--- src/rtl/time_entry_pkg.sv ---
// ---------------------------------------------------------------------------
// time_entry_pkg
// Shared types and constants for the time/alarm entry controller.
//   state_t      : entry FSM state encoding
//   *_MAX        : highest legal value of each BCD digit
//   CUR_*        : cursor encoding of the digit under edit
//   wrap_inc4    : increment a 4-bit digit, wrapping to 0 past a limit
// ---------------------------------------------------------------------------
package time_entry_pkg;

  typedef enum logic [2:0] {
    ST_IDLE    = 3'd0,
    ST_EDIT_H1 = 3'd1,
    ST_EDIT_H0 = 3'd2,
    ST_EDIT_M1 = 3'd3,
    ST_EDIT_M0 = 3'd4,
    ST_LOAD    = 3'd5
  } state_t;

  localparam logic [1:0] H1_MAX       = 2'd2;
  localparam logic [3:0] H0_MAX       = 4'd9;
  localparam logic [3:0] H0_MAX_AT_20 = 4'd3;
  localparam logic [2:0] M1_MAX       = 3'd5;
  localparam logic [3:0] M0_MAX       = 4'd9;

  localparam logic [1:0] CUR_H1 = 2'd0;
  localparam logic [1:0] CUR_H0 = 2'd1;
  localparam logic [1:0] CUR_M1 = 2'd2;
  localparam logic [1:0] CUR_M0 = 2'd3;

  // Values at or above the limit wrap to 0, so an out-of-range digit
  // always recovers on the next increment.
  function automatic logic [3:0] wrap_inc4(input logic [3:0] val,
                                           input logic [3:0] lim);
    logic [3:0] res;
    if (val >= lim) begin
      res = 4'd0;
    end else begin
      res = val + 4'd1;
    end
    return res;
  endfunction

endpackage

--- src/rtl/time_entry_if.sv ---
// ---------------------------------------------------------------------------
// time_entry_if
// Bundle between the board buttons, the entry controller and the clock.
//   btn_mode/btn_next/btn_inc/btn_set : raw active-high push-buttons
//   H1/H0/M1/M0                       : BCD digits being entered
//   load_time/load_alarm              : stretched load strobes
//   editing/cursor/target             : entry status for display
// master: the entry controller (drives digits and strobes)
// slave : board/clock side (drives buttons, consumes digits)
// ---------------------------------------------------------------------------
interface time_entry_if;
  import time_entry_pkg::*;

  logic       btn_mode;
  logic       btn_next;
  logic       btn_inc;
  logic       btn_set;
  logic [1:0] H1;
  logic [3:0] H0;
  logic [2:0] M1;
  logic [3:0] M0;
  logic       load_time;
  logic       load_alarm;
  logic       editing;
  logic [1:0] cursor;
  logic       target;

  modport master (
    input  btn_mode, btn_next, btn_inc, btn_set,
    output H1, H0, M1, M0, load_time, load_alarm, editing, cursor, target
  );

  modport slave (
    output btn_mode, btn_next, btn_inc, btn_set,
    input  H1, H0, M1, M0, load_time, load_alarm, editing, cursor, target
  );
endinterface

--- src/rtl/time_entry_btn_debounce.sv ---
// ---------------------------------------------------------------------------
// btn_debounce
// Synchronizes one raw button and accepts a new level only after it has
// been stable for DEBOUNCE_CYCLES clk cycles.
//   clk, reset_n : clock, asynchronous active-low reset
//   raw          : asynchronous button input
//   level        : debounced level
//   press        : one-cycle pulse on an accepted 0->1 transition
// ---------------------------------------------------------------------------
module btn_debounce #(
  parameter int DEBOUNCE_CYCLES = 4
) (
  input  logic clk,
  input  logic reset_n,
  input  logic raw,
  output logic level,
  output logic press
);

  localparam int CW = $clog2(DEBOUNCE_CYCLES + 1);

  logic [1:0]    sync_r;
  logic [CW-1:0] cnt_r;
  logic          level_r;
  logic          press_r;

  // Two-flop synchronizer for the asynchronous button.
  always_ff @(posedge clk or negedge reset_n) begin
    if (!reset_n) begin
      sync_r <= 2'b00;
    end else begin
      sync_r <= {sync_r[0], raw};
    end
  end

  // Stability counter: measures how long the synced input has differed from
  // the accepted level; any return to the accepted level restarts it.
  always_ff @(posedge clk or negedge reset_n) begin
    if (!reset_n) begin
      cnt_r   <= '0;
      level_r <= 1'b0;
      press_r <= 1'b0;
    end else if (sync_r[1] == level_r) begin
      cnt_r   <= '0;
      press_r <= 1'b0;
    end else if ((cnt_r + CW'(1)) == CW'(DEBOUNCE_CYCLES)) begin
      cnt_r   <= '0;
      level_r <= sync_r[1];
      press_r <= sync_r[1];
    end else begin
      cnt_r   <= cnt_r + CW'(1);
      press_r <= 1'b0;
    end
  end

  assign level = level_r;
  assign press = press_r;

endmodule

--- src/rtl/time_entry.sv ---
// ---------------------------------------------------------------------------
// time_entry
// Button-driven HH:MM entry controller feeding the clock's digit/load inputs.
//   clk, reset_n : system clock, asynchronous active-low reset
//   bus (master) : buttons in; H1/H0/M1/M0, load_time, load_alarm,
//                  editing, cursor, target out (all registered)
// Parameters:
//   DEBOUNCE_CYCLES : stable cycles needed to accept a button change
//   LOAD_CYCLES     : width of the load strobe in clk cycles
// ---------------------------------------------------------------------------
module time_entry
  import time_entry_pkg::*;
#(
  parameter int DEBOUNCE_CYCLES = 4,
  parameter int LOAD_CYCLES     = 8
) (
  input  logic           clk,
  input  logic           reset_n,
  time_entry_if.master   bus
);

  localparam int LW = $clog2(LOAD_CYCLES + 1);

  logic [3:0]    raw_s;
  logic [3:0]    press_s;
  logic [3:0]    unused_level_s;

  logic          ev_set_s;
  logic          ev_mode_s;
  logic          ev_next_s;
  logic          ev_inc_s;

  logic [1:0]    h1_inc_s;
  logic [3:0]    h0_lim_s;
  logic [3:0]    h0_inc_s;
  logic [2:0]    m1_inc_s;
  logic [3:0]    m0_inc_s;
  state_t        state_nxt_s;

  state_t        state_r;
  logic [1:0]    h1_r;
  logic [3:0]    h0_r;
  logic [2:0]    m1_r;
  logic [3:0]    m0_r;
  logic          load_time_r;
  logic          load_alarm_r;
  logic          editing_r;
  logic [1:0]    cursor_r;
  logic          target_r;
  logic [LW-1:0] load_cnt_r;

  // Index order: 0=mode, 1=next, 2=inc, 3=set.
  assign raw_s = {bus.btn_set, bus.btn_inc, bus.btn_next, bus.btn_mode};

  for (genvar i = 0; i < 4; i++) begin : g_btn
    btn_debounce #(
      .DEBOUNCE_CYCLES (DEBOUNCE_CYCLES)
    ) u_btn_debounce (
      .clk     (clk),
      .reset_n (reset_n),
      .raw     (raw_s[i]),
      .level   (unused_level_s[i]),
      .press   (press_s[i])
    );
  end

  // Event priority set > mode > next > inc; losers are dropped.
  always_comb begin
    ev_set_s  = press_s[3];
    ev_mode_s = press_s[0] & ~press_s[3];
    ev_next_s = press_s[1] & ~press_s[0] & ~press_s[3];
    ev_inc_s  = press_s[2] & ~press_s[1] & ~press_s[0] & ~press_s[3];
  end

  // Wrapped increment of each digit and the cursor-advance target state.
  always_comb begin
    if (h1_r >= H1_MAX) begin
      h1_inc_s = 2'd0;
    end else begin
      h1_inc_s = h1_r + 2'd1;
    end
    if (m1_r >= M1_MAX) begin
      m1_inc_s = 3'd0;
    end else begin
      m1_inc_s = m1_r + 3'd1;
    end
    h0_lim_s = (h1_r == H1_MAX) ? H0_MAX_AT_20 : H0_MAX;
    h0_inc_s = wrap_inc4(h0_r, h0_lim_s);
    m0_inc_s = wrap_inc4(m0_r, M0_MAX);
    case (state_r)
      ST_EDIT_H1: state_nxt_s = ST_EDIT_H0;
      ST_EDIT_H0: state_nxt_s = ST_EDIT_M1;
      ST_EDIT_M1: state_nxt_s = ST_EDIT_M0;
      ST_EDIT_M0: state_nxt_s = ST_EDIT_H1;
      default:    state_nxt_s = ST_EDIT_H1;
    endcase
  end

  // Entry FSM with digit registers, load stretcher and registered outputs.
  always_ff @(posedge clk or negedge reset_n) begin
    if (!reset_n) begin
      state_r      <= ST_IDLE;
      h1_r         <= 2'd0;
      h0_r         <= 4'd0;
      m1_r         <= 3'd0;
      m0_r         <= 4'd0;
      load_time_r  <= 1'b0;
      load_alarm_r <= 1'b0;
      editing_r    <= 1'b0;
      cursor_r     <= CUR_H1;
      target_r     <= 1'b0;
      load_cnt_r   <= '0;
    end else begin
      case (state_r)
        ST_IDLE: begin
          load_time_r  <= 1'b0;
          load_alarm_r <= 1'b0;
          if (ev_mode_s) begin
            state_r   <= ST_EDIT_H1;
            editing_r <= 1'b1;
            cursor_r  <= CUR_H1;
            target_r  <= 1'b0;
          end
        end
        ST_EDIT_H1, ST_EDIT_H0, ST_EDIT_M1, ST_EDIT_M0: begin
          if (ev_set_s) begin
            state_r    <= ST_LOAD;
            editing_r  <= 1'b0;
            cursor_r   <= CUR_H1;
            load_cnt_r <= '0;
          end else if (ev_mode_s) begin
            target_r <= ~target_r;
          end else if (ev_next_s) begin
            state_r  <= state_nxt_s;
            cursor_r <= cursor_r + 2'd1;
          end else if (ev_inc_s) begin
            case (state_r)
              ST_EDIT_H1: begin
                h1_r <= h1_inc_s;
                // Entering the 20s: pull H0 back into 0-3 in the same cycle.
                if ((h1_inc_s == H1_MAX) && (h0_r > H0_MAX_AT_20)) begin
                  h0_r <= H0_MAX_AT_20;
                end
              end
              ST_EDIT_H0: h0_r <= h0_inc_s;
              ST_EDIT_M1: m1_r <= m1_inc_s;
              ST_EDIT_M0: m0_r <= m0_inc_s;
              default:    h1_r <= h1_r;
            endcase
          end
        end
        ST_LOAD: begin
          // Strobe starts the cycle after entry and lasts LOAD_CYCLES cycles.
          if (load_cnt_r < LW'(LOAD_CYCLES)) begin
            load_cnt_r   <= load_cnt_r + LW'(1);
            load_time_r  <= ~target_r;
            load_alarm_r <= target_r;
          end else begin
            load_cnt_r   <= '0;
            load_time_r  <= 1'b0;
            load_alarm_r <= 1'b0;
            state_r      <= ST_IDLE;
          end
        end
        default: begin
          state_r      <= ST_IDLE;
          load_time_r  <= 1'b0;
          load_alarm_r <= 1'b0;
          editing_r    <= 1'b0;
          cursor_r     <= CUR_H1;
          load_cnt_r   <= '0;
        end
      endcase
    end
  end

  assign bus.H1         = h1_r;
  assign bus.H0         = h0_r;
  assign bus.M1         = m1_r;
  assign bus.M0         = m0_r;
  assign bus.load_time  = load_time_r;
  assign bus.load_alarm = load_alarm_r;
  assign bus.editing    = editing_r;
  assign bus.cursor     = cursor_r;
  assign bus.target     = target_r;

endmodule

--- src/flat_wrapper.sv ---
// flat-port wrapper written by rule: the top's interface ports become plain ports
module time_entry_flat import time_entry_pkg::*;
#(
  parameter int DEBOUNCE_CYCLES = 4,
  parameter int LOAD_CYCLES     = 8
)
  (clk, reset_n, bus_btn_mode, bus_btn_next, bus_btn_inc, bus_btn_set, bus_H1, bus_H0, bus_M1, bus_M0, bus_load_time, bus_load_alarm, bus_editing, bus_cursor, bus_target);
  time_entry_if bus_i ();
  input  logic clk;
  input  logic reset_n;
  input wire logic [$bits(bus_i.btn_mode)-1:0] bus_btn_mode;
  input wire logic [$bits(bus_i.btn_next)-1:0] bus_btn_next;
  input wire logic [$bits(bus_i.btn_inc)-1:0] bus_btn_inc;
  input wire logic [$bits(bus_i.btn_set)-1:0] bus_btn_set;
  output wire logic [$bits(bus_i.H1)-1:0] bus_H1;
  output wire logic [$bits(bus_i.H0)-1:0] bus_H0;
  output wire logic [$bits(bus_i.M1)-1:0] bus_M1;
  output wire logic [$bits(bus_i.M0)-1:0] bus_M0;
  output wire logic [$bits(bus_i.load_time)-1:0] bus_load_time;
  output wire logic [$bits(bus_i.load_alarm)-1:0] bus_load_alarm;
  output wire logic [$bits(bus_i.editing)-1:0] bus_editing;
  output wire logic [$bits(bus_i.cursor)-1:0] bus_cursor;
  output wire logic [$bits(bus_i.target)-1:0] bus_target;
  assign bus_i.btn_mode = bus_btn_mode;
  assign bus_i.btn_next = bus_btn_next;
  assign bus_i.btn_inc = bus_btn_inc;
  assign bus_i.btn_set = bus_btn_set;
  assign bus_H1 = bus_i.H1;
  assign bus_H0 = bus_i.H0;
  assign bus_M1 = bus_i.M1;
  assign bus_M0 = bus_i.M0;
  assign bus_load_time = bus_i.load_time;
  assign bus_load_alarm = bus_i.load_alarm;
  assign bus_editing = bus_i.editing;
  assign bus_cursor = bus_i.cursor;
  assign bus_target = bus_i.target;
  time_entry #(.DEBOUNCE_CYCLES(DEBOUNCE_CYCLES), .LOAD_CYCLES(LOAD_CYCLES)) u_core (.clk(clk), .reset_n(reset_n), .bus(bus_i));
endmodule
--- config.mk ---
export PLATFORM = sky130hd
export DESIGN_NAME = time_entry_flat
export DESIGN_NICKNAME = d
export VERILOG_FILES = /design/src/rtl/time_entry_pkg.sv /design/src/rtl/time_entry_if.sv /design/src/rtl/time_entry_btn_debounce.sv /design/src/rtl/time_entry.sv /design/src/flat_wrapper.sv
export SDC_FILE = /design/constraint.sdc
export NUM_CORES = 1
export LEC_CHECK = 0
export ABC_AREA = 1
export BUFFER_PORTS_ARGS = -buffer_cell sky130_fd_sc_hd__buf_2
export CORE_UTILIZATION = 40
export CTS_CLUSTER_DIAMETER = 200
export DETAILED_ROUTE_END_ITERATION = 7
export GPL_TIMING_DRIVEN = 0
export SLEW_MARGIN = 30
export SYNTH_ARGS = -nofsm -noshare
export SYNTH_HDL_FRONTEND = slang
export SYNTH_SLANG_ARGS = --single-unit
--- constraint.sdc ---
create_clock -name clk -period 3.33 [get_ports clk]
set_input_delay 0.4995 -clock clk [delete_from_list [all_inputs] [get_ports clk]]
set_output_delay 0.4995 -clock clk [all_outputs]
set_load 0.02 [all_outputs]
## After elaboration in Yosys (flattened, before gate mapping)

Index checks and enable logic that the tools add are counted.

| cells by class | value |
|---|---|
| add/sub/neg operators | 10 |
| $lt $le $gt $ge | 6 |
| equality and inequality tests | 23 |
| multiplexer cells | 49 |
| bitwise operators | 18 |
| reduce and logical (&&, ||, !) cells | 18 |

Operators with widths:

| kind | number |
|---|---|
| 3-bit two-way mux | 14 |
| 4-bit two-way mux | 6 |
| 3-bit equality test (second input constant) | 6 |
| 3-bit case mux with 3 select lines | 2 |
| 6-bit AND reduction | 3 |
| 3-bit by 1-bit adder with 3-bit output (second input constant) | 5 |
| 1-bit two-way mux | 15 |
| 4-bit by 1-bit adder with 4-bit output (second input constant) | 3 |
| 1-bit NOT | 12 |
| 4-bit case mux with 3 select lines | 1 |
| 4-bit AND reduction | 3 |
| 2-bit two-way mux | 5 |
| 2-bit AND reduction | 5 |
| 4-bit case mux with 2 select lines | 1 |
| 7-bit AND reduction | 1 |
| 1-bit bitwise AND | 6 |
| 3-bit by 2-bit equality test with 1-bit output (second input constant) | 2 |
| 2-bit by 1-bit != test with 1-bit output (second input constant) | 3 |
| 2-bit != test (second input constant) | 3 |
| 1-bit case mux with 2 select lines | 3 |
| 2-bit case mux with 3 select lines | 1 |
| 2-bit by 1-bit adder with 2-bit output (second input constant) | 2 |
| 1-bit equality test | 4 |
| 2-bit equality test (second input constant) | 2 |
| other kinds (15) | 16 |

| storage, ports and cells | value |
|---|---|
| bits in registers | 54 |
| input port bits | 6 |
| output and inout port bits | 19 |
| logic and storage cells | 151 |

## Longest topological paths before layout

Gate-level depths: netlist of run 1.

| logic depth | value |
|---|---|
| depth in word-level cells | 7 |
| mapped depth | 11 |
| mapped depth without buffers | 11 |

## Cells and area by module

A second synthesis of run 1 with hierarchy kept.

| second synthesis, totals | value |
|---|---|
| cell total of the unflattened synthesis | 337 |
| area total of the unflattened synthesis | 2822.7 µm² |

Modules (own cells, without submodules):

| module | instances | cells each | area an instance (µm²) | seq. area each (µm²) |
|---|---|---|---|---|
| time_entry | 1 | 213 | 1616.6 | 650.6 |
| btn_debounce | 4 | 31 | 301.5 | 175.2 |

## Least setup slack after synthesis of run 1

No wires, ideal clock.

| timing | value |
|---|---|
| kind | reg2reg |
| from | reg u_core.h1_r[1] (netlist: u_core.bus.H1[1]) |
| to | reg u_core.h0_r[2] (netlist: u_core.bus.H0[2]) |
| setup time | 0.065 ns |
| data arrival time | 1.429 ns |
| required time | 3.265 ns |
| slack | 1.836 ns |
| stages on the path, launching flop included | 12 |
| buffers on the path | 0 |
| period minus slack after synthesis | 1.494 ns |
| cell sequence | dfrtp_1 -> inv_1 -> nor2_1 -> inv_1 -> ha_1 -> nand2_1 -> nand2_1 -> nand2_1 -> nand2_1 -> nor3_1 -> nand2_1 -> nand2_1 |

| between the ends | value |
|---|---|
| longest elaborated chain between the ends | 6 |
| elaborated cells between the ends (all ways) | 12 |
| those cells by class | add/sub: 1; order compare: 2; eq/ne: 3; mux: 4; reduce/logical: 2 |

RTL lines:

| item | RTL line | RTL |
|---|---|---|
| start, declared | time_entry.sv:41 | `logic [1:0] h1_r;` |
| start signal, assigned | time_entry.sv:139 | `h1_r <= h1_inc_s;` |
| start signal, assigned | time_entry.sv:148 | `default: h1_r <= h1_r;` |
| 2-bit by 1-bit adder with 2-bit output / 2-bit >= comparator (equally long branches) | time_entry.sv:80, time_entry.sv:77 |  |
| 2-bit two-way mux | time_entry.sv:77 | `if (h1_r >= H1_MAX) begin` |
| 2-bit equality test | time_entry.sv:141 | `if ((h1_inc_s == H1_MAX) && (h0_r > H0_MAX_AT_20)) begin` |
| 1-bit logical AND | time_entry.sv:141 |  |
| 2-bit by 1-bit != test with 1-bit output (no source line) | - |  |
| 7-bit AND reduction (no source line) | - |  |
| end signal, assigned | time_entry.sv:145 | `ST_EDIT_H0: h0_r <= h0_inc_s;` |
| end, declared | time_entry.sv:42 | `logic [3:0] h0_r;` |

Several ways; a longest one is shown, not always the timed one.
A chain may end at the register's enable or synchronous reset.

## Worst setup path after layout of run 1

| timing | value |
|---|---|
| from | reg u_core.h1_r[0] (netlist: u_core.bus.H1[0]) |
| to | reg u_core.h0_r[3] (netlist: u_core.bus.H0[3]) |

Same word-level chain as after synthesis.

==> flow_metrics.tcl, run 1 <==
set metrics [dict create \
    outcome "completed" \
    powerDensity_nw_per_um2 671 \
    ctsHoldBuffers 0 \
    insertion_delay_ns 0.31 \
    port_buffers 24 \
    synth_top_family_by_area "simple AND/OR/NAND/NOR gates" \
    clock_skew_ns 0.00214 \
    nFillCells 633 \
    path_clk_slew_ns 0.10 \
    synth_compound_area_frac 0.0499 \
    wl_per_cell_um 10.6 \
    wl_mm 4.29 \
    antenna_found_initial 0 \
    fp.dieW_um 83.1 \
    post_cts_resized 0 \
    synth_cells 295 \
    hp-class "in -> async" \
    avgViaCountPerCell 4.73 \
    yosys_warnings 0 \
    syn_avg_cell_area_sq_um 8.92 \
    fp.coreArea_sq_um 6350 \
    utilization 0.467 \
    root_buffer "clkbuf_8" \
    synth_xor_area_frac 0.0233 \
    tightest_slew_ns 0.686 \
    placementRows 29 \
    fmax_mhz 650 \
    final_cell_mix "nand2_1, dfrtp_1, inv_1" \
    slew_violations 0 \
    cts_sinks 54 \
    crit_path_start_kind "flip-flop" \
    finalSetupViolations 0 \
    p_leak_uw 0.00163 \
    grt_pass1_vias 1793 \
    setup.worst_path.class "reg -> reg" \
    hpwl_mm 3.13 \
    final_common_cell "nand2_1" \
    drtPass1Iterations 4 \
    routabilityCongestion 0.763 \
    ys_seq_area_frac 0.513 \
    diodes 0 \
    die_y_um 83.1 \
    drc_errors 0 \
    ios 25 \
    drtIter0Drc 62 \
    netlist_area_sq_um 2630 \
    yosys.area_share.simple 0.280 \
    drv_cap 0 \
    min_period_ns 1.54 \
    dr_total_vias 1910 \
    gr-total-overflow 0 \
    rsz0062_at_grt "false" \
    dieArea_sq_um 6910 \
    syn_to_final_growth_pct 12.7 \
    cts-buffers-inserted 5 \
    grt_max_degree 55 \
    crit_required_ns 3.58 \
    grt_pass1_wl_mm 7.82 \
    clockBufferDepth 2 \
    critical_path.endpoint_type "flip-flop" \
    final_net_count 349 \
    tns_ns 0 \
    finalNonFillerCells 404 \
    initial_core_util 0.415 \
    finalHoldViolCount 0 \
    grtUsageTotal 0.140 \
    period_share 0.462 \
    worstPathMaxFanout 5 \
    relSlewSlack 0.543 \
    ys_types 27 \
    synth_fp_nets 318 \
    tritoncts "built" \
    postRouteAntennaNets 0 \
    synth-seq-cells 54 \
    postCtsSetupBuffers 0 \
    synthMuxAreaShare 0 \
    crit_arrival_ns 1.79 \
    placed_cells 396 \
    htree_levels 2 \
    peakVddDrop_uv 276 \
    synth_fa_ha_area_frac 0.0808 \
    layout-drive-gt1-share 0.183 \
]
==> worst paths after layout <==
kind	from	to	slack, ns	cells past startpoint
worst min register to register	u_core.g_btn[1].u_btn_debounce.sync_r[0]$_DFF_PN0_	u_core.g_btn[1].u_btn_debounce.sync_r[1]$_DFF_PN0_	0.36	0
worst max register to register	u_core.bus.H1[0]$_DFFE_PN0P_	u_core.bus.H0[3]$_DFFE_PN0P_	1.79	10
worst max-delay path	u_core.bus.H1[0]$_DFFE_PN0P_	u_core.bus.H0[3]$_DFFE_PN0P_	1.79	10
max in group asynchronous	reset_n	u_core.bus.H0[3]$_DFFE_PN0P_	2.65	1
worst min-delay path	reset_n	u_core.bus.M0[1]$_DFFE_PN0P_	0.21	1
min in group clk	bus_btn_set	u_core.g_btn[3].u_btn_debounce.sync_r[0]$_DFF_PN0_	0.29	1
==> cells in the mapped netlist <==
library cell | instances | share of area
a22oi_1 | 1 | 0.0029
xnor2_1 | 5 | 0.017
nor2_1 | 17 | 0.024
nand3b_2 | 1 | 0.0043
o21a_1 | 2 | 0.0057
o21ai_1 | 9 | 0.017
nand3_2 | 3 | 0.011
or2_2 | 4 | 0.0095
nor2_2 | 5 | 0.012
nand3_4 | 2 | 0.013
a21oi_1 | 3 | 0.0057
ha_1 | 17 | 0.081
o31ai_1 | 1 | 0.0029
nand2_1 | 88 | 0.13
nor3_1 | 12 | 0.023
inv_1 | 32 | 0.046
dfrtp_1 | 54 | 0.51
nor2_4 | 2 | 0.0086
nand3_1 | 17 | 0.032
inv_2 | 5 | 0.0071
o21ai_2 | 1 | 0.0033
nand2_2 | 4 | 0.0095
o21bai_1 | 1 | 0.0029
xor2_1 | 2 | 0.0067
nand4_1 | 1 | 0.0024
o21ai_0 | 5 | 0.0095
nand2_4 | 1 | 0.0043
==> area by class of cell <==
| type | instances | area (sq um) | share of cell area |
|---|---|---|---|
| clock buffer | 5 | 68.8 | 0.0232 |
| clock inverter | 3 | 47.5 | 0.0160 |
| inverter | 37 | 139 | 0.0468 |
| timing repair buffer | 24 | 123 | 0.0413 |
| multi-input combinational | 204 | 1140 | 0.385 |
| sequential | 54 | 1350 | 0.455 |
| tap | 77 | 96.3 | 0.0325 |
==> routing by layer <==
metal | track usage | routed length, um | vias to the layer above
met5 | 0 | 0 | -
met4 | 0.0564 | 69 | 0
met3 | 0.0298 | 107 | 7
met1 | 0.170 | 2030 | 887
met2 | 0.241 | 2080 | 24
li1 | - | - | 992
==> sequential cells by signal, indices dropped and copies added (netlist names) <==
| name | count |
|---|---|
| u_core.bus.H0 | 4 |
| u_core.g_btn.u_btn_debounce.sync_r | 8 |
| u_core.bus.H1 | 2 |
| u_core.bus.M1 | 3 |
| u_core.bus.load_time | 1 |
| u_core.bus.M0 | 4 |
| u_core.bus.target | 1 |
| u_core.g_btn.u_btn_debounce.level | 4 |
| u_core.bus.editing | 1 |
| u_core.bus.load_alarm | 1 |
| u_core.g_btn.u_btn_debounce.cnt_r | 12 |
| u_core.bus.cursor | 2 |
| u_core.load_cnt_r | 4 |
| u_core.g_btn.u_btn_debounce.press | 4 |
| u_core.state_r | 3 |
==> critical path, cell delays in order, from the launching register on <==
cell	delay, ns
dfrtp_1	0.43
nor2_1	0.17
inv_1	0.06
ha_1	0.28
nand2_1	0.06
nand2_1	0.05
nand2_1	0.08
nand2_1	0.09
nor3_1	0.14
nand2_1	0.07
nand2_1	0.06
==> cell families after synthesis <==
| group | Yosys count |
|---|---|
| AND/OR/NAND/NOR | 157 |
| flip-flops | 54 |
| AO/OA/AOI/OAI | 23 |
| XOR/XNOR | 7 |
| buffers and inverters | 37 |
| adder cells (fa/ha/maj) | 17 |
==> per-stage QoR <==
stage                     setup WS, ns  cell area [sq um]  total power [uW]  hold slack (ns)
after floorplan                   1.84               2630              1400            0.204
after global placement            1.70               2850              1540            0.332
after detailed placement          1.80               2850              1560            0.336
after CTS                         1.78               2970              2030            0.242
after global routing              1.57               2970              2160            0.263
final                             1.79               2970              1990            0.215
==> power by group <==
| part | switching (uW) | leakage, uW | internal, uW | total [uW] |
|---|---|---|---|---|
| logic | 415 | 0.000860 | 245 | 660 |
| clock network | 227 | 0.0000591 | 230 | 457 |
| registers | 102 | 0.000716 | 773 | 875 |
No activity file was read; power rests on OpenSTA's default activity.
==> run 2, diff against run 1 <==
--- a/config.mk
+++ b/config.mk
@@ -5,7 +5,7 @@
 export SDC_FILE = /design/constraint.sdc
 export NUM_CORES = 1
 export LEC_CHECK = 0
-export ABC_AREA = 1
+export ABC_AREA = 0
 export BUFFER_PORTS_ARGS = -buffer_cell sky130_fd_sc_hd__buf_2
 export CORE_UTILIZATION = 40
 export CTS_CLUSTER_DIAMETER = 200
==> constraint.sdc (replaced) <==
create_clock -name clk -period 1.29 [get_ports clk]
set_input_delay 0.1935 -clock clk [delete_from_list [all_inputs] [get_ports clk]]
set_output_delay 0.1935 -clock clk [all_outputs]
set_load 0.02 [all_outputs]
==> run 2 against run 1 <==
Effect of this change:
- the flow now finishes with violations (negative setup slack)
- non-clock buffer count grew 38
- worst hold slack gained 0.14 ns
- first-iteration DRC count grew 110%
- final area grew 23%
- routed wire length grew 26%
- via count grew 7.7%
- total power grew 120%
- core utilization grew 10 points
- combinational power grew 67%
- sequential power grew 140%
- clock skew grew 0.0033 ns
- synthesized area grew 0.71%
==> flow_metrics.tcl, run 2 <==
set metrics [dict create \
    nFillCells 531 \
    drtIter0Drc 128 \
    final_common_cell "dfrtp_1" \
    ys_types 47 \
    finalWorstSetupSlack_ns -0.313 \
    fp.dieW_um 83.4 \
    cpMaxStageDelayCell "or4b_4" \
    min-delay-start "u_core.g_btn[0].u_btn_debounce.sync_r[0]$_DFF_PN0_" \
    violations "negative setup slack" \
    syn_to_final_growth_pct 37.2 \
    ff2ff_setup_slack_ns -0.31 \
    r2r_start "u_core.bus.H1[1]$_DFFE_PN0P_" \
    synth_area_leader_cell "dfrtp_1" \
    cts-buffers-inserted 5 \
    place_area_sq_um 2960 \
    path_clk_slew_ns 0.10 \
    yosys-top-cells-area "dfrtp_1, ha_1, nand2_1" \
    wl_per_cell_um 14.0 \
    synth_top_area_frac 0.510 \
    hold_depth 0 \
    antenna_found_initial 0 \
    min_period_ns 1.60 \
    fmax_mhz 624 \
    power.total_uw 4390 \
    placementRows 29 \
    yosys_warnings 0 \
    final_cell_mix "dfrtp_1, buf_2, buf_4" \
    synth_fa_ha_area_frac 0.0802 \
    routabilityCongestion 0.766 \
    layout-drive-gt1-share 0.471 \
    netlist_area_sq_um 2650 \
    syn_avg_cell_area_sq_um 10.8 \
    p_leak_uw 0.00171 \
    synth_xor_area_frac 0.0363 \
    cp_num_cells 7 \
    clock_skew_ns 0.00549 \
    critical_path.startpoint "u_core.bus.H1[1]$_DFFE_PN0P_" \
    path_cells "nand2b_4, inv_2, ha_4, or4b_4, a21oi_4, nand3_1, o211ai_1" \
    worstPathMaxFanout 3 \
    postRouteAntennaNets 0 \
    synthMuxAreaShare 0.0293 \
    crit_family "simple AND/OR/NAND/NOR gates" \
    avgViaCountPerCell 5.35 \
    wl_mm 5.40 \
    cts_sinks 54 \
    insertion_delay_ns 0.31 \
    gr-total-overflow 0 \
    dr_total_vias 2058 \
    synth-edff-count 0 \
    crit_required_ns 1.52 \
    reg2reg_depth 7 \
    synth_fp_nets 269 \
    port_buffers 24 \
    yosys_most_used_dff "dfrtp_1" \
    drtPass1Iterations 4 \
    powerDensity_nw_per_um2 1210 \
    drv_cap 0 \
    hp-class "reg -> reg" \
    tns_ns -3.89 \
    root_buffer "clkbuf_8" \
    synth-seq-cells 54 \
    reg_top3 "u_core.g_btn.u_btn_debounce.cnt_r x12, u_core.g_btn.u_btn_debounce.sync_r x8" \
    yosysMostFrequentCell "dfrtp_1" \
    relSlewSlack 0.550 \
    finalSetupViolations 25 \
    post-place-ws_ns -0.356 \
    synth_top_family_by_area "simple AND/OR/NAND/NOR gates" \
    final_net_count 330 \
    largest_register "u_core.g_btn.u_btn_debounce.cnt_r" \
    crit_path_start_kind "flip-flop" \
    grt_pass1_wl_mm 8.58 \
    ios 25 \
    grtUsageTotal 0.151 \
    synthTopCellsByCount "dfrtp_1, nand2_1, ha_1" \
    htree_levels 2 \
    tightest_slew_ns 0.676 \
    diodes 0 \
    largest_reg_flops 12 \
    grt_max_degree 55 \
    slew_violations 0 \
    crit_buf_inv 1 \
    initial_core_util 0.415 \
    critical_path.endpoint_type "flip-flop" \
    finalHoldViolCount 0 \
    rsz0062_at_grt "true" \
    tritoncts "built" \
    outcome "finished with violations" \
    period_share 1.24 \
    synthArstFlopShare 1.00 \
    slowest_delay_ns 0.49 \
    dieArea_sq_um 6960 \
    drc_errors 0 \
    crit_arrival_ns 1.84 \
    setup.worst_path.class "reg -> reg" \
    grt_pass1_vias 1856 \
    fin_area_sq_um 3640 \
    die_y_um 83.4 \
    synth_compound_area_frac 0.141 \
    hpwl_mm 3.11 \
    fp.coreArea_sq_um 6390 \
    synth_cells 246 \
    ys_seq_area_frac 0.510 \
    peakVddDrop_uv 1130 \
    clockBufferDepth 2 \
    yosys.area_share.simple 0.165 \
]
run 2: changes by cell type in the layout (fill, tap and decap cells not counted), moves of 6 or more:
cell / before / now
nand2_1: 88 / 13
inv_1: 32 / 11
buf_4: 1 / 19
nand3_1: 17 / 3
nor2_1: 17 / 3
dfrtp_1: 54 / 43
dfrtp_2: 0 / 11
ha_1: 17 / 6
ha_2: 0 / 10
buf_6: 0 / 7
nand2b_1: 0 / 7
nor2b_1: 0 / 7
nor3_1: 12 / 6
run 2: worst paths after layout:
kind / to
worst max-delay path: u_core.bus.H0[3]$_DFFE_PN0P_
worst max register to register: u_core.bus.H0[3]$_DFFE_PN0P_
max in group asynchronous: u_core.bus.H1[0]$_DFFE_PN0P_
min in group asynchronous: u_core.bus.H0[2]$_DFFE_PN0P_
worst min-delay path: u_core.g_btn[0].u_btn_debounce.sync_r[1]$_DFF_PN0_
worst min register to register: u_core.g_btn[0].u_btn_debounce.sync_r[1]$_DFF_PN0_
run 2: kinds of logic (layout without fill, tap and decap cells):
kind of cell,Yosys count,in the layout
compound gates,55,55
xor+xnor,11,11
fa+ha+maj,17,17
buf+inv,23,85
flops,54,54
mux,7,7
simple gates,79,79
run 2: power breakdown:
group | internal, uW | switching (uW) | leakage (uW)
Combinational | 598 | 505 | 0.000954
Clock | 593 | 593 | 0.0000591
Sequential | 1920 | 182 | 0.000700
Total | 3110 | 1280 | 0.00171
run 2: repair_timing:
item / in CTS / in global routing
cloned: 0 / 3
endpoints found under the setup margin: 29 / 30
pin swaps: 16 / 26
hold buffers: 5 / 0
gates resized for setup: 45 / 49
endpoints found under the hold margin: 58 / 0
setup buffers: 14 / 11
run 2: worst reg2reg max path, cell delays in order (launching register included):
cell and delay, ns:
dfrtp_2 0.43, nand2b_4 0.08, inv_2 0.04, ha_4 0.15
or4b_4 0.49, a21oi_4 0.16, nand3_1 0.09, o211ai_1 0.09
run 2: per-layer routing:
layer / share of wire / wire length (um) / track usage
met1: 0.46 / 2470 / 0.197
met2: 0.50 / 2710 / 0.255
met3: 0.034 / 185 / 0.0388
met4: 0.0070 / 38 / 0.0324
met5: 0 / 0 / 0
run 2: final cells by class:
type | instances | area (sq um) | area share
clock buffers | 5 | 68.8 | 0.0189
repair buffers | 57 | 450 | 0.124
plain buffers | 5 | 43.8 | 0.0120
flip-flops and latches | 54 | 1370 | 0.375
clock inverters | 3 | 47.5 | 0.0131
multi-input cells | 169 | 1510 | 0.414
well taps | 77 | 96.3 | 0.0265
inverters | 15 | 58.8 | 0.0162
run 2: through the flow:
step	cells	hold WS, ns	util
3_3_place_gp	347	0.301	0.463
3_5_place_dp	347	0.286	0.463
6_report	385	0.355	0.570
5_1_grt	385	0.378	0.570
4_1_cts	373	0.361	0.527
2_1_floorplan	246	-0.102	-
==> run 3, diff against run 2 <==
==> constraint.sdc (replaced) <==
create_clock -name clk -period 1.29 [get_ports clk]
set_input_delay 0.258 -clock clk [delete_from_list [all_inputs] [get_ports clk]]
set_output_delay 0.258 -clock clk [all_outputs]
set_load 0.02 [all_outputs]
==> run 3 against run 2 <==
Effect of this change:
- the flow finishes with violations (negative hold slack, negative setup slack)
- cell count is 1.3% lower
- first-iteration DRC count is 6.3% lower
- sequential cell count is the same
- combinational power about the same
- total power fell by 0.20%
- sequential share of layout area grew 0.49 points
- clock-buffer cell count did not move
- sequential power barely moved
- final area down 1.1%
- worst hold slack got worse by 0.39 ns
- critical path type unchanged
- critical endpoint unchanged
- largest cell class unchanged
- highest routed layer unchanged
==> flow_metrics.tcl, run 3 (synthesis results as in run 2) <==
set metrics [dict create \
    outcome "finished with violations" \
    violations "negative hold slack, negative setup slack" \
    placementRows 29 \
    fp.coreArea_sq_um 6390 \
    slew_violations 0 \
    wl_mm 5.37 \
    grt_pass1_vias 1818 \
    fmax_mhz 626 \
    avgViaCountPerCell 5.34 \
    port_buffers 24 \
    diodes 0 \
    postRouteAntennaNets 0 \
    place_area_sq_um 2960 \
    worstPathMaxFanout 3 \
    critical_path.endpoint_type "flip-flop" \
    initial_core_util 0.415 \
    tritoncts "built" \
    whs_ns -0.0393 \
    crit_buf_inv 1 \
    dr_total_vias 2029 \
    hpwl_mm 3.11 \
    peakVddDrop_uv 1130 \
    crit_family "simple AND/OR/NAND/NOR gates" \
    tns_ns -3.73 \
    setup.worst_path.class "reg -> reg" \
    die_y_um 83.4 \
    fp.dieW_um 83.4 \
    routabilityCongestion 0.766 \
    powerDensity_nw_per_um2 1220 \
    finalSetupViolations 25 \
    slowest_delay_ns 0.49 \
    path_clk_slew_ns 0.11 \
    reg_top3 "u_core.g_btn.u_btn_debounce.cnt_r x12, u_core.g_btn.u_btn_debounce.sync_r x8" \
    p_leak_uw 0.00169 \
    final_common_cell "dfrtp_1" \
    period_share 1.24 \
    largest_reg_flops 12 \
    cts_sinks 54 \
    drv_cap 0 \
    insertion_delay_ns 0.31 \
    finalNonFillerCells 380 \
    hp-class "in -> async" \
    drc_errors 0 \
    ctsHoldBuffers 0 \
    root_buffer "clkbuf_8" \
    clockBufferDepth 2 \
    ios 25 \
    drtPass1Iterations 4 \
    finalWorstSetupSlack_ns -0.306 \
    largest_register "u_core.g_btn.u_btn_debounce.cnt_r" \
    clock_skew_ns 0.00737 \
    path_cells "nand2b_4, inv_2, ha_4, or4b_4, a21oi_4, nand3_1, o211ai_1" \
    rsz0062_at_grt "true" \
    drtIter0Drc 120 \
    grt_pass1_wl_mm 8.49 \
    grt_max_degree 55 \
    cpMaxStageDelayCell "or4b_4" \
    fin_area_sq_um 3600 \
    wl_per_cell_um 14.1 \
    htree_levels 2 \
    cts-buffers-inserted 5 \
    final_net_count 325 \
    dieArea_sq_um 6960 \
    min_period_ns 1.60 \
    crit_required_ns 1.52 \
    syn_to_final_growth_pct 35.7 \
    tightest_slew_ns 0.678 \
    finalHoldViolCount 25 \
    placed_cells 347 \
    crit_path_start_kind "flip-flop" \
    relSlewSlack 0.548 \
    gr-total-overflow 0 \
    antenna_found_initial 0 \
    final_cell_mix "dfrtp_1, buf_2, buf_4" \
    grtUsageTotal 0.150 \
    crit_arrival_ns 1.83 \
    layout-drive-gt1-share 0.482 \
]
-- run 3: changes by cell type in the layout (fill, tap and decap cells not counted) --
cell and change:
dlygate4sd3_1 -5, dfrtp_2 +2, dfrtp_1 -2, buf_2 -2, nand3_1 +1, nand3_2 -1
buf_6 +2
-- run 3: area by class of cell --
cell class	count	area, sq um
multi-input combinational	169	1500
fill	532	2790
inverter	15	58.8
tap	77	96.3
clock buffer	5	68.8
buffer	5	43.8
clock inverter	3	47.5
timing repair buffer	52	413
sequential	54	1370
-- run 3: metal layers --
| layer | GRT usage | part of all wire |
|---|---|---|
| met1 | 0.197 | 0.46 |
| met2 | 0.250 | 0.50 |
| met3 | 0.0388 | 0.028 |
| met4 | 0.0324 | 0.0071 |
| met5 | 0 | 0 |
-- run 3: power by group --
group | internal [uW] | switching (uW)
logic | 590 | 503
registers | 1920 | 183
clock network | 593 | 592
total | 3110 | 1280
-- run 3: what timing repair did --
item / CTS / global route
gates resized for setup: 48 / 51
pin swaps: 16 / 26
setup endpoints to repair: 30 / 31
setup buffers: 14 / 11
gates cloned: 0 / 3
-- run 3: worst paths after layout --
path	startpoint	to	slack, ns	depth (start not counted)
hold / removal	reset_n	u_core.bus.H0[2]$_DFFE_PN0P_	-0.04	1
max in group asynchronous	reset_n	u_core.bus.H1[0]$_DFFE_PN0P_	0.81	1
hold reg to reg	u_core.g_btn[0].u_btn_debounce.sync_r[0]$_DFF_PN0_	u_core.g_btn[0].u_btn_debounce.sync_r[1]$_DFF_PN0_	0.36	0
min in group clk	bus_btn_set	u_core.g_btn[3].u_btn_debounce.sync_r[0]$_DFF_PN0_	0.05	1
setup / recovery	u_core.bus.H1[1]$_DFFE_PN0P_	u_core.bus.H0[3]$_DFFE_PN0P_	-0.31	7
setup reg to reg	u_core.bus.H1[1]$_DFFE_PN0P_	u_core.bus.H0[3]$_DFFE_PN0P_	-0.31	7
-- run 3: through the flow --
stage               power [uW]   util  hold WS, ns  setup WS [ns]
floorplan                 2670      -      -0.0376         -0.338
global placement          2840  0.463        0.332         -0.353
detailed placement        2860  0.463        0.336         -0.356
CTS                       4290  0.520      0.00718         -0.333
global route              4680  0.563       0.0225         -0.370
finish                    4380  0.563      -0.0393         -0.306
